===== config.mk =====
export PLATFORM = sky130hd
export DESIGN_NAME = fp_div_seq
export DESIGN_NICKNAME = d
export VERILOG_FILES = /design/src/rtl/fp_div_seq.sv
export SDC_FILE = /design/constraint.sdc
export NUM_CORES = 1
export LEC_CHECK = 0
export CAP_MARGIN = 30
export CORE_MARGIN = 2
export CORE_UTILIZATION = 40
export CTS_CLUSTER_DIAMETER = 200
export CTS_CLUSTER_SIZE = 14
export DETAILED_ROUTE_END_ITERATION = 10
export PLACE_DENSITY = 0.61
export REMOVE_ABC_BUFFERS = 1
export SYNTH_ARGS = -nofsm -noshare
export SYNTH_HDL_FRONTEND = slang
export SYNTH_SLANG_ARGS = --single-unit

===== constraint.sdc =====
create_clock -name clk -period 18.8 [get_ports clk]
set_input_delay 2.82 -clock clk [delete_from_list [all_inputs] [get_ports clk]]
set_output_delay 2.82 -clock clk [all_outputs]
set_load 0.05 [all_outputs]

===== src/rtl/fp_div_seq.sv =====
// Sequential binary32 divider fp_Z = fp_X / fp_Y, radix-2 restoring loop, one quotient bit per cycle.
// Latency: start sampled at edge 0 -> done in cycle 30; specials finish in cycle 2 with FP_DIV_FAST_SPECIAL_EN.
// Backpressure: none; start is honoured only while busy=0, otherwise it is dropped.
//
// Ports: clk, rst (async, active high), start, fp_X/fp_Y operands, r_mode rounding mode
//        (000 RNE, 001 RTZ, 010 RDN, 011 RUP, 100 RMM, others RNE); busy, done (1-cycle pulse),
//        fp_Z result (held until next done), ovrf/udrf/dz/inv flags (valid with done).
// Optional macro: FP_DIV_FAST_SPECIAL_EN - special-case operands bypass the iteration loop.
module fp_div_seq #(
    parameter int          QBITS     = 27,
    parameter logic [31:0] NAN_CANON = 32'h7FC00000
) (
    input  logic        clk,
    input  logic        rst,
    input  logic        start,
    input  logic [31:0] fp_X,
    input  logic [31:0] fp_Y,
    input  logic [2:0]  r_mode,
    output logic        busy,
    output logic        done,
    output logic [31:0] fp_Z,
    output logic        ovrf,
    output logic        udrf,
    output logic        dz,
    output logic        inv
);
    localparam int          CW      = $clog2(QBITS);
    localparam logic [30:0] INF_MAG = 31'h7F800000;
    localparam logic [30:0] MAX_MAG = 31'h7F7FFFFF;

    typedef enum logic [2:0] {S_IDLE, S_UNPACK, S_ITER, S_NORM, S_ROUND} state_t;

    state_t              state_q;
    logic [31:0]         x_q, y_q;
    logic [2:0]          rm_q;
    logic signed [9:0]   exp_q;
    logic [24:0]         rem_q;
    logic [23:0]         my_q;
    logic [QBITS-1:0]    q_q;
    logic [CW-1:0]       cnt_q;
    logic                spec_q, spec_dz_q, spec_inv_q;
    logic [31:0]         spec_z_q;
    logic                busy_q, done_q, ovrf_q, udrf_q, dz_q, inv_q;
    logic [31:0]         z_q;

    // Operand decode (operands with exponent 0 count as zero)
    logic [7:0]  xe, ye;
    logic [22:0] xf, yf;
    logic        x_nan, y_nan, x_inf, y_inf, x_zero, y_zero, res_sign;
    assign xe       = x_q[30:23];
    assign ye       = y_q[30:23];
    assign xf       = x_q[22:0];
    assign yf       = y_q[22:0];
    assign x_nan    = (xe == 8'hFF) && (xf != '0);
    assign y_nan    = (ye == 8'hFF) && (yf != '0);
    assign x_inf    = (xe == 8'hFF) && (xf == '0);
    assign y_inf    = (ye == 8'hFF) && (yf == '0);
    assign x_zero   = (xe == 8'h00);
    assign y_zero   = (ye == 8'h00);
    assign res_sign = x_q[31] ^ y_q[31];

    logic signed [9:0] exp_d;
    assign exp_d = $signed({2'b00, xe}) - $signed({2'b00, ye}) + 10'sd127;

    logic        spec_d, spec_dz_d, spec_inv_d;
    logic [31:0] spec_z_d;
    always_comb begin
        spec_d     = 1'b1;
        spec_z_d   = '0;
        spec_dz_d  = 1'b0;
        spec_inv_d = 1'b0;
        if (x_nan || y_nan || (x_zero && y_zero) || (x_inf && y_inf)) begin
            spec_z_d   = NAN_CANON;
            spec_inv_d = 1'b1;
        end else if (x_inf) begin
            spec_z_d = {res_sign, INF_MAG};
        end else if (y_inf) begin
            spec_z_d = {res_sign, 31'd0};
        end else if (y_zero) begin
            spec_z_d  = {res_sign, INF_MAG};
            spec_dz_d = 1'b1;
        end else if (x_zero) begin
            spec_z_d = {res_sign, 31'd0};
        end else begin
            spec_d = 1'b0;
        end
    end

    // One restoring step; remainder stays below 2*my so 25 bits suffice
    logic [24:0] my_ext, rem_nx, rem_shl;
    logic        q_bit;
    assign my_ext  = {1'b0, my_q};
    assign q_bit   = (rem_q >= my_ext);
    assign rem_nx  = q_bit ? (rem_q - my_ext) : rem_q;
    assign rem_shl = rem_nx << 1;

    // Normalize + round; evaluated in NORM so the result is registered with done
    logic [22:0]       frac, frac_r;
    logic [23:0]       frac_sum;
    logic              g, r, s, inexact, inc, carry;
    logic signed [9:0] e_n, e_r;
    logic [31:0]       res_z_d;
    logic              res_ovf_d, res_udf_d, res_dz_d, res_inv_d;
    always_comb begin
        if (q_q[QBITS-1]) begin
            frac = q_q[QBITS-2 -: 23];
            g    = q_q[QBITS-25];
            r    = q_q[QBITS-26];
            s    = (|q_q[QBITS-27:0]) | (|rem_q);
            e_n  = exp_q;
        end else begin
            // Quotient below 1.0: its next bit is the hidden one
            frac = q_q[QBITS-3 -: 23];
            g    = q_q[QBITS-26];
            r    = q_q[QBITS-27];
            s    = |rem_q;
            e_n  = exp_q - 10'sd1;
        end
        inexact = g | r | s;
        case (rm_q)
            3'b001:  inc = 1'b0;
            3'b010:  inc = res_sign & inexact;
            3'b011:  inc = ~res_sign & inexact;
            3'b100:  inc = g;
            default: inc = g & (r | s | frac[0]);
        endcase
        frac_sum = {1'b0, frac} + {23'd0, inc};
        carry    = frac_sum[23];
        // On carry the fraction wraps to zero, i.e. mantissa 1.0 one binade up
        frac_r   = frac_sum[22:0];
        e_r      = carry ? (e_n + 10'sd1) : e_n;

        res_z_d   = {res_sign, e_r[7:0], frac_r};
        res_ovf_d = 1'b0;
        res_udf_d = 1'b0;
        res_dz_d  = 1'b0;
        res_inv_d = 1'b0;
        if (spec_q) begin
            res_z_d   = spec_z_q;
            res_dz_d  = spec_dz_q;
            res_inv_d = spec_inv_q;
        end else if (e_r >= 10'sd255) begin
            res_ovf_d = 1'b1;
            case (rm_q)
                3'b001:  res_z_d = {res_sign, MAX_MAG};
                3'b010:  res_z_d = res_sign ? {1'b1, INF_MAG} : {1'b0, MAX_MAG};
                3'b011:  res_z_d = res_sign ? {1'b1, MAX_MAG} : {1'b0, INF_MAG};
                default: res_z_d = {res_sign, INF_MAG};
            endcase
        end else if (e_r <= 10'sd0) begin
            res_udf_d = 1'b1;
            res_z_d   = {res_sign, 31'd0};
        end
    end

    always_ff @(posedge clk or posedge rst) begin
        if (rst) begin
            state_q    <= S_IDLE;
            x_q        <= '0;
            y_q        <= '0;
            rm_q       <= '0;
            exp_q      <= '0;
            rem_q      <= '0;
            my_q       <= '0;
            q_q        <= '0;
            cnt_q      <= '0;
            spec_q     <= 1'b0;
            spec_z_q   <= '0;
            spec_dz_q  <= 1'b0;
            spec_inv_q <= 1'b0;
            busy_q     <= 1'b0;
            done_q     <= 1'b0;
            z_q        <= '0;
            ovrf_q     <= 1'b0;
            udrf_q     <= 1'b0;
            dz_q       <= 1'b0;
            inv_q      <= 1'b0;
        end else begin
            case (state_q)
                S_IDLE: begin
                    if (start) begin
                        x_q     <= fp_X;
                        y_q     <= fp_Y;
                        rm_q    <= r_mode;
                        busy_q  <= 1'b1;
                        state_q <= S_UNPACK;
                    end
                end
                S_UNPACK: begin
                    exp_q      <= exp_d;
                    rem_q      <= {2'b01, xf};
                    my_q       <= {1'b1, yf};
                    q_q        <= '0;
                    cnt_q      <= CW'(QBITS - 1);
                    spec_q     <= spec_d;
                    spec_z_q   <= spec_z_d;
                    spec_dz_q  <= spec_dz_d;
                    spec_inv_q <= spec_inv_d;
`ifdef FP_DIV_FAST_SPECIAL_EN
                    if (spec_d) begin
                        z_q     <= spec_z_d;
                        ovrf_q  <= 1'b0;
                        udrf_q  <= 1'b0;
                        dz_q    <= spec_dz_d;
                        inv_q   <= spec_inv_d;
                        done_q  <= 1'b1;
                        state_q <= S_ROUND;
                    end else begin
                        state_q <= S_ITER;
                    end
`else
                    state_q <= S_ITER;
`endif
                end
                S_ITER: begin
                    q_q   <= {q_q[QBITS-2:0], q_bit};
                    rem_q <= rem_shl;
                    cnt_q <= cnt_q - 1'b1;
                    if (cnt_q == '0) begin
                        state_q <= S_NORM;
                    end
                end
                S_NORM: begin
                    z_q     <= res_z_d;
                    ovrf_q  <= res_ovf_d;
                    udrf_q  <= res_udf_d;
                    dz_q    <= res_dz_d;
                    inv_q   <= res_inv_d;
                    done_q  <= 1'b1;
                    state_q <= S_ROUND;
                end
                S_ROUND: begin
                    // Result is presented here; busy and done drop together
                    done_q  <= 1'b0;
                    busy_q  <= 1'b0;
                    state_q <= S_IDLE;
                end
                default: state_q <= S_IDLE;
            endcase
        end
    end

    assign busy = busy_q;
    assign done = done_q;
    assign fp_Z = z_q;
    assign ovrf = ovrf_q;
    assign udrf = udrf_q;
    assign dz   = dz_q;
    assign inv  = inv_q;
endmodule


==> key figures, run 1 <==
Clocking
  – CTS tree: done
  – CTS resizes: 0
  – Num CTS Buffers: 18
  – Post-CTS setup repair buffer count: 0
  – CTS sink count: 204
  – Hold Buf Count CTS: 0
  – Clk slew on worst S/H paths: 70 ps
  – Clock root cell: clkbuf_16
  – H-tree depth: 1
  – Worst-Skew Late Latency: 520 ps
  – CTS max path bufs: 3

Yosys
  – Share of the synthesized area in the top cell type: 42.77%
  – Post-synth ARST share: 100.0%
  – Area contributors post-synth: dfrtp_1 43%, mux2_2 6.4%, nand2_1 5.1%
  – Top FF cell, synth: dfrtp_1
  – Cells after synthesis: 1277
  – Register area share after synthesis: 42.77%
  – Synth area leader: dfrtp_1
  – Syn_area_per_cell: 9.346 um^2
  – FF+latch count, synth: 204
  – Synthesized cell area: 11940 um^2
  – Synth warn: 0
  – Synth cell types: 73
  – Number of synthesized flops with an enable pin: 0

Power
  – Sw frac: 46.17%
  – Peak VDD IR: 0.00009547 V
  – Clock power frac: 12.6%
  – Pint: 1.442 mW
  – Comb power frac: 57.0%
  – Register share of total power: 30.4%
  – Net switching power: 1.236 mW
  – Static leakage: 5.772 nW
  – Power Dens Cells: 193.1 nW/um^2

Floorplanning
  – Die area: 31240 um^2
  – Initial Utilization: 40.48%
  – Die X: 176.7 um
  – Core area: 29480 um^2
  – FP Rows: 63
  – DIE HEIGHT: 176.7 um
  – Ports: 108

Placed design
  – Hpwl dp: 20.62 mm
  – Pre-CTS setup slack: 13610 ps
  – Global placer's final weighted congestion: 0.8717
  – Buffers on Ports: 107
  – Placed Area: 13330 um^2

Worst hold path
  – Hold/Removal Path Class: flip-flop to flip-flop
  – HP Start: my_q[23]

Global routing
  – Initial antenna violation count: 0
  – Vias in the first global route: 9323
  – First-pass GRT wire length: 49.06 mm
  – Gr usage total: 19.11%
  – Pin count of the biggest net entering global routing: 135
  – Grt ovf: 0

Outcome
  – Status: finished, final reports clean

Critical path
  – R2R Path End: fp_Z[5]
  – Worst setup endpoint: fp_Z[5]
  – Critical Path Fanout Max: 63
  – Worst reg-to-reg path cell count: 20
  – Critical Path Source: q_q[26]
  – Worst r2r src: q_q[26]
  – CP Class: flip-flop to flip-flop
  – Worst Path Arrival: 5610 ps
  – Worst Setup Start Kind: flip-flop
  – Critical Path Sink Type: flip-flop
  – Reg2reg setup slack: 13570 ps
  – CP required: 19180 ps

Timing
  – Worst hold slack: 447.6 ps
  – Unrepaired setup endpoints after global routing: false
  – Min cycle time layout: 5229 ps
  – Final worst setup slack: 13570 ps
  – Final Cycle Share: 27.81%
  – Final Max Tran Viols: 0
  – Final setup vio count: 0
  – Worst-margin pin slew: 977.3 ps
  – Slew HR: 34.84%
  – Final Hold Fails: 0
  – Clock skew: 27.25 ps
  – Total negative setup slack: 0 ps
  – Fmax: 191.2 MHz

Detailed routing
  – Drt pass-1 iters: 5
  – Drc violations: 0
  – Routed Wire Length: 29.32 mm
  – Via density: 5.509
  – Wire length per cell: 16.93 um
  – Starting DRT DRC Count: 539
  – Antenna Nets Post-Route: 0
  – Vias: 9542

Job
  – Max cap viols: 0

Cells and area
  – Layout cell share with drive strength beyond 1: 9.463%
  – P&R area growth vs syn: 16.18%
  – # diodes: 0
  – Final net count: 1452
  – Fin area: 13870 um^2
  – Core Util, Final: 47.03%
## cell families after synthesis
group | share of synthesized area (%)
fa+ha+maj | 4.424
compound gates | 19.44
mux | 7.674
simple gates | 16.41
buf+inv | 4.759
flops | 42.77
xor+xnor | 4.529
## metal layers
metal / GRT usage (%) / part of all wire (%) / wire length, um
met2: 30.66 / 45 / 13300
met1: 27.75 / 49 / 14350
met5: 0 / 0 / 0
met4: 4.132 / 2.0 / 575
met3: 2.255 / 3.7 / 1099
## power by group through the flow
| stage | clock network (mW) | logic [mW] | registers [mW] |
|---|---|---|---|
| after floorplan | 0 | 1.04 | 0.874 |
| final | 0.337 | 1.53 | 0.814 |
| after detailed placement | 0 | 1.52 | 0.823 |
| after global routing | 0.365 | 1.70 | 0.843 |
| after CTS | 0.350 | 1.53 | 0.817 |
| after global placement | 0 | 1.48 | 0.819 |
## layout make-up
type                    count  area, um^2
repair buffers            119        1225
inverters                  68       262.8
multi-input cells         930        6305
well taps                 390       488.0
flip-flops and latches    204        5106
clock buffers              19       454.2
fillers                  2848       15620
clock inverters             2       25.02
## worst max-delay path, stage by stage, from the launching register on
cell and delay, ps:
dfrtp_2 350, buf_4 550, a211oi_1 170, nand4_1 200
nor3_1 80, o21ai_0 160, o21ai_0 140, nor2_1 110
a21oi_1 50, o32ai_1 140, ha_1 250, and4_1 200
and4_1 410, and4_1 450, mux2i_1 230, o211ai_1 110
a211oi_1 420, o21ai_2 70, buf_4 230, o21a_1 470
a22o_1 290
## cells in the mapped netlist, drive strengths merged, types with 25 or more instances
| master | count |
|---|---|
| mux2 | 68 |
| nand2 | 163 |
| o21ai | 115 |
| clkbuf | 58 |
| inv | 68 |
| nor4 | 26 |
| a31oi | 31 |
| dfrtp | 204 |
| a22o | 38 |
| ha | 39 |
| nor2 | 68 |
| xnor2 | 37 |
| nor3 | 25 |
| a21oi | 57 |
## stage by stage
step	std cells	total power, mW
final	1732	2.678
after global routing	1732	2.909
after CTS	1730	2.696
after detailed placement	1709	2.344
after global placement	1707	2.301
after floorplan	1202	1.915
## flip-flops by register name, indices dropped and copies added, names as in the netlist, 3 cells and up
signal,cells
cnt_q,5
exp_q,10
fp_Z,32
my_q,24
q_q,27
rem_q,25
rm_q,3
spec_z_q,3
state_q,3
x_q,32
y_q,32
## worst min path at each step
| stage | to | slack, ps | cells after the start |
|---|---|---|---|
| CTS | my_q[23] | 450 | 2 |
| finish | my_q[23] | 450 | 2 |
| detailed placement | my_q[23] | 440 | 2 |
| global placement | my_q[23] | 430 | 2 |
| floorplan | my_q[23] | 420 | 2 |
| global route | inv | 500 | 2 |
## cells in the final DEF (no fill, tap or decap), drive strengths merged, types with 8 or more instances in the layout
cell / instances
xnor2: 37
nor4: 26
nor2: 68
nand3: 18
dfrtp: 204
a22o: 38
nand4: 20
clkbuf: 19
a21oi: 57
or3: 9
xor2: 23
ha: 39
nor3: 25
nand2: 163
mux2: 68
o21ai: 115
inv: 68
mux2i: 15
and3: 15
a211oi: 23
buf: 12
a31oi: 31
clkdlybuf4s50: 107
o31ai: 8
a21o: 15
(Power assumes the default switching activity.)
==> run 2, diff against run 1 <==
==> constraint.sdc (replaced) <==
create_clock -name clk -period 5.1 [get_ports clk]
set_input_delay 0.765 -clock clk [delete_from_list [all_inputs] [get_ports clk]]
set_output_delay 0.765 -clock clk [all_outputs]
set_load 0.05 [all_outputs]
==> key figures, run 2 (same netlist as run 1, synthesis figures left out) <==
Outcome
  – Status: finished, final reports clean

Timing
  – Min cycle time layout: 4695 ps (-534.6 ps)
  – Slew HR: 40.20% (+5.4 points)
  – Unrepaired setup endpoints after global routing: false
  – Worst-margin pin slew: 893.6 ps (-83.70 ps)
  – Total negative setup slack: 0 ps (unchanged)
  – Final Hold Fails: 0 (unchanged)
  – Final Max Tran Viols: 0 (unchanged)
  – Final worst setup slack: 405.5 ps (-13170 ps)
  – Clock skew: 26.94 ps (-0.3122 ps)
  – Final setup vio count: 0 (unchanged)
  – Final Cycle Share: 92.05% (+64 points)
  – Fmax: 213.0 MHz (+11%)

Floorplanning
  – Die area: 31240 um^2 (unchanged)
  – FP Rows: 63 (unchanged)
  – DIE HEIGHT: 176.7 um (unchanged)
  – Initial Utilization: 40.48% (unchanged)
  – Core area: 29480 um^2 (unchanged)
  – Die X: 176.7 um (unchanged)
  – Ports: 108 (unchanged)

Global routing
  – Vias in the first global route: 9389 (+0.71%)
  – Met1 global-route usage: 27.38% (-0.38 points)
  – Met2 GRT Util: 32.11% (+1.4 points)
  – Global routing's busiest layer: met2
  – Grt met3 use: 1.826% (-0.43 points)
  – Initial antenna violation count: 0 (unchanged)
  – First-pass GRT wire length: 49.26 mm (+0.41%)
  – Pin count of the biggest net entering global routing: 99 (-27%)
  – Gr usage total: 19.39% (+0.28 points)
  – Grt ovf: 0 (unchanged)

Worst hold path
  – Hold Path Depth: 2 (unchanged)
  – Hold/Removal Path Class: flip-flop to flip-flop
  – HP Start: my_q[23]
  – WHS Endpoint: my_q[23]

Critical path
  – Worst reg-to-reg path cell count: 18 (-10%)
  – Critical Path Sink Type: flip-flop
  – CP max stage delay: 660 ps (+110 ps)
  – Reg2reg setup slack: 410 ps (-13170 ps)
  – R2R Path End: fp_Z[5]
  – Critical Path Fanout Max: 22 (-65%)
  – CP Class: flip-flop to flip-flop
  – Worst r2r src: rem_q[8]
  – CP required: 5530 ps (-13650 ps)
  – Worst Path Arrival: 5130 ps (-480 ps)
  – Worst Setup Start Kind: flip-flop
  – Crit path top cell by count: and4_1
  – CP max stage cell: o21a_1
  – Critical path, cell by cell: nor4_1 > nand4_1 > nor3_1 > o21ai_0 > o21ai_0 > nor2_1 > a21oi_1 > o32ai_1 > ha_1 > and4_1 > and4_1 > and4_1 > a41o_1 > o211ai_1 > a211oi_1 > o21ai_2 > o21a_1 > a22o_1

Clocking
  – CTS sink count: 204 (unchanged)
  – Clock root cell: clkbuf_16
  – CTS tree: done
  – H-tree depth: 1 (unchanged)
  – Clk slew on worst S/H paths: 70 ps (about the same)
  – Worst-Skew Late Latency: 520 ps (about the same)
  – Hold Buf Count CTS: 0 (unchanged)
  – Num CTS Buffers: 18 (unchanged)
  – CTS resizes: 0 (unchanged)
  – Post-CTS setup repair buffer count: 0 (unchanged)
  – CTS max path bufs: 3 (unchanged)

Cells and area
  – # diodes: 0 (unchanged)
  – Layout cell share with drive strength beyond 1: 9.800% (+0.34 points)
  – Fin area: 13900 um^2 (+0.24%)
  – Final net count: 1457 (+0.34%)
  – Number of fill cells: 2836 (-0.42%)
  – Commonest non-fill, non-tap cell in the layout: dfrtp_1
  – Most frequent cells in the layout: 203 x dfrtp_1, 163 x nand2_1, 113 x o21ai_0
  – Non-Filler Instances: 1737 (+0.29%)
  – P&R area growth vs syn: 16.46%

Placed design
  – Global placer's final weighted congestion: 0.8630 (-1.0%)
  – Hpwl dp: 21.43 mm (+3.9%)
  – Pre-CTS setup slack: 456.5 ps (-13160 ps)
  – Cell count after placement: 1715 (+0.35%)
  – Buffers on Ports: 107 (unchanged)
  – Placed Area: 13390 um^2 (+0.46%)

Detailed routing
  – Antenna Nets Post-Route: 0 (unchanged)
  – Wire length per cell: 17.19 um (+1.5%)
  – Drc violations: 0 (unchanged)
  – Drt pass-1 iters: 7 (+2)
  – Via density: 5.531 (+0.39%)
  – Routed Wire Length: 29.86 mm (+1.8%)
  – Starting DRT DRC Count: 636 (+18%)
  – Vias: 9607 (+0.68%)

Power
  – Net switching power: 4.608 mW (+270%)
  – Sw frac: 46.26% (+0.089 points)
  – Clock power frac: 12.5% (about the same)
  – Register share of total power: 30.0% (-0.4 points)
  – Tot Pwr: 9.962 mW (+270%)
  – Power Dens Cells: 716.7 nW/um^2 (+270%)
  – Peak VDD IR: 0.0003731 V (+290%)
  – Pint: 5.354 mW (+270%)
  – Comb power frac: 57.5% (+0.5 points)
  – Static leakage: 5.794 nW (+0.37%)

Job
  – Max cap viols: 0 (unchanged)
run 2: changes by cell type in the layout (fill, tap and decap cells not counted), sizes merged:
cell,delta
buf,+5
run 2: power groups by stage:
stage,clock network [mW],registers [mW],logic [mW]
2_1_floorplan,0,3.22,3.84
3_3_place_gp,0,3.00,5.53
3_5_place_dp,0,3.02,5.67
4_1_cts,1.29,2.99,5.71
5_1_grt,1.34,3.11,6.36
6_report,1.25,2.99,5.73
run 2: how the worst max path moves through the flow:
stage,from,endpoint,cells past startpoint
after floorplan,rst,busy,1
after global placement,rem_q[8],fp_Z[8],18
after detailed placement,rem_q[8],fp_Z[23],18
after CTS,rem_q[8],fp_Z[23],18
after global routing,rem_q[8],fp_Z[8],18
final,rem_q[8],fp_Z[5],18
run 2: area by class of cell:
| class | count | area, um^2 | area share, % |
|---|---|---|---|
| Clock buffer | 19 | 454.2 | 3.268 |
| Clock inverter | 2 | 25.02 | 0.1800 |
| Inverter | 68 | 262.8 | 1.890 |
| Multi-Input combinational cell | 930 | 6305 | 45.36 |
| Sequential cell | 204 | 5106 | 36.74 |
| Tap cell | 390 | 488.0 | 3.511 |
| Timing Repair Buffer | 124 | 1259 | 9.056 |
run 2: through the flow:
stage	util (%)	hold slack [ps]
after floorplan	-	417.5
after global placement	45.24	439.3
after detailed placement	45.43	443.5
after CTS	47.05	462.1
after global routing	47.15	503.0
final	47.15	453.2
run 2: per-layer routing:
layer  part of all wire (%)  vias to the layer above  wire length (um)
met5                      0                        -                 0
met4                    2.2                        0               643
met3                    3.8                       37              1123
met2                     46                      200             13860
met1                     48                     4629             14240
li1                       -                     4741                 -
run 2: critical path, delay by kind of cell (launching register included):
kind | cells | cell delay (ps)
flops | 1 | 420
simple gates | 7 | 1720
compound gates | 10 | 2230
fa+ha+maj | 1 | 240
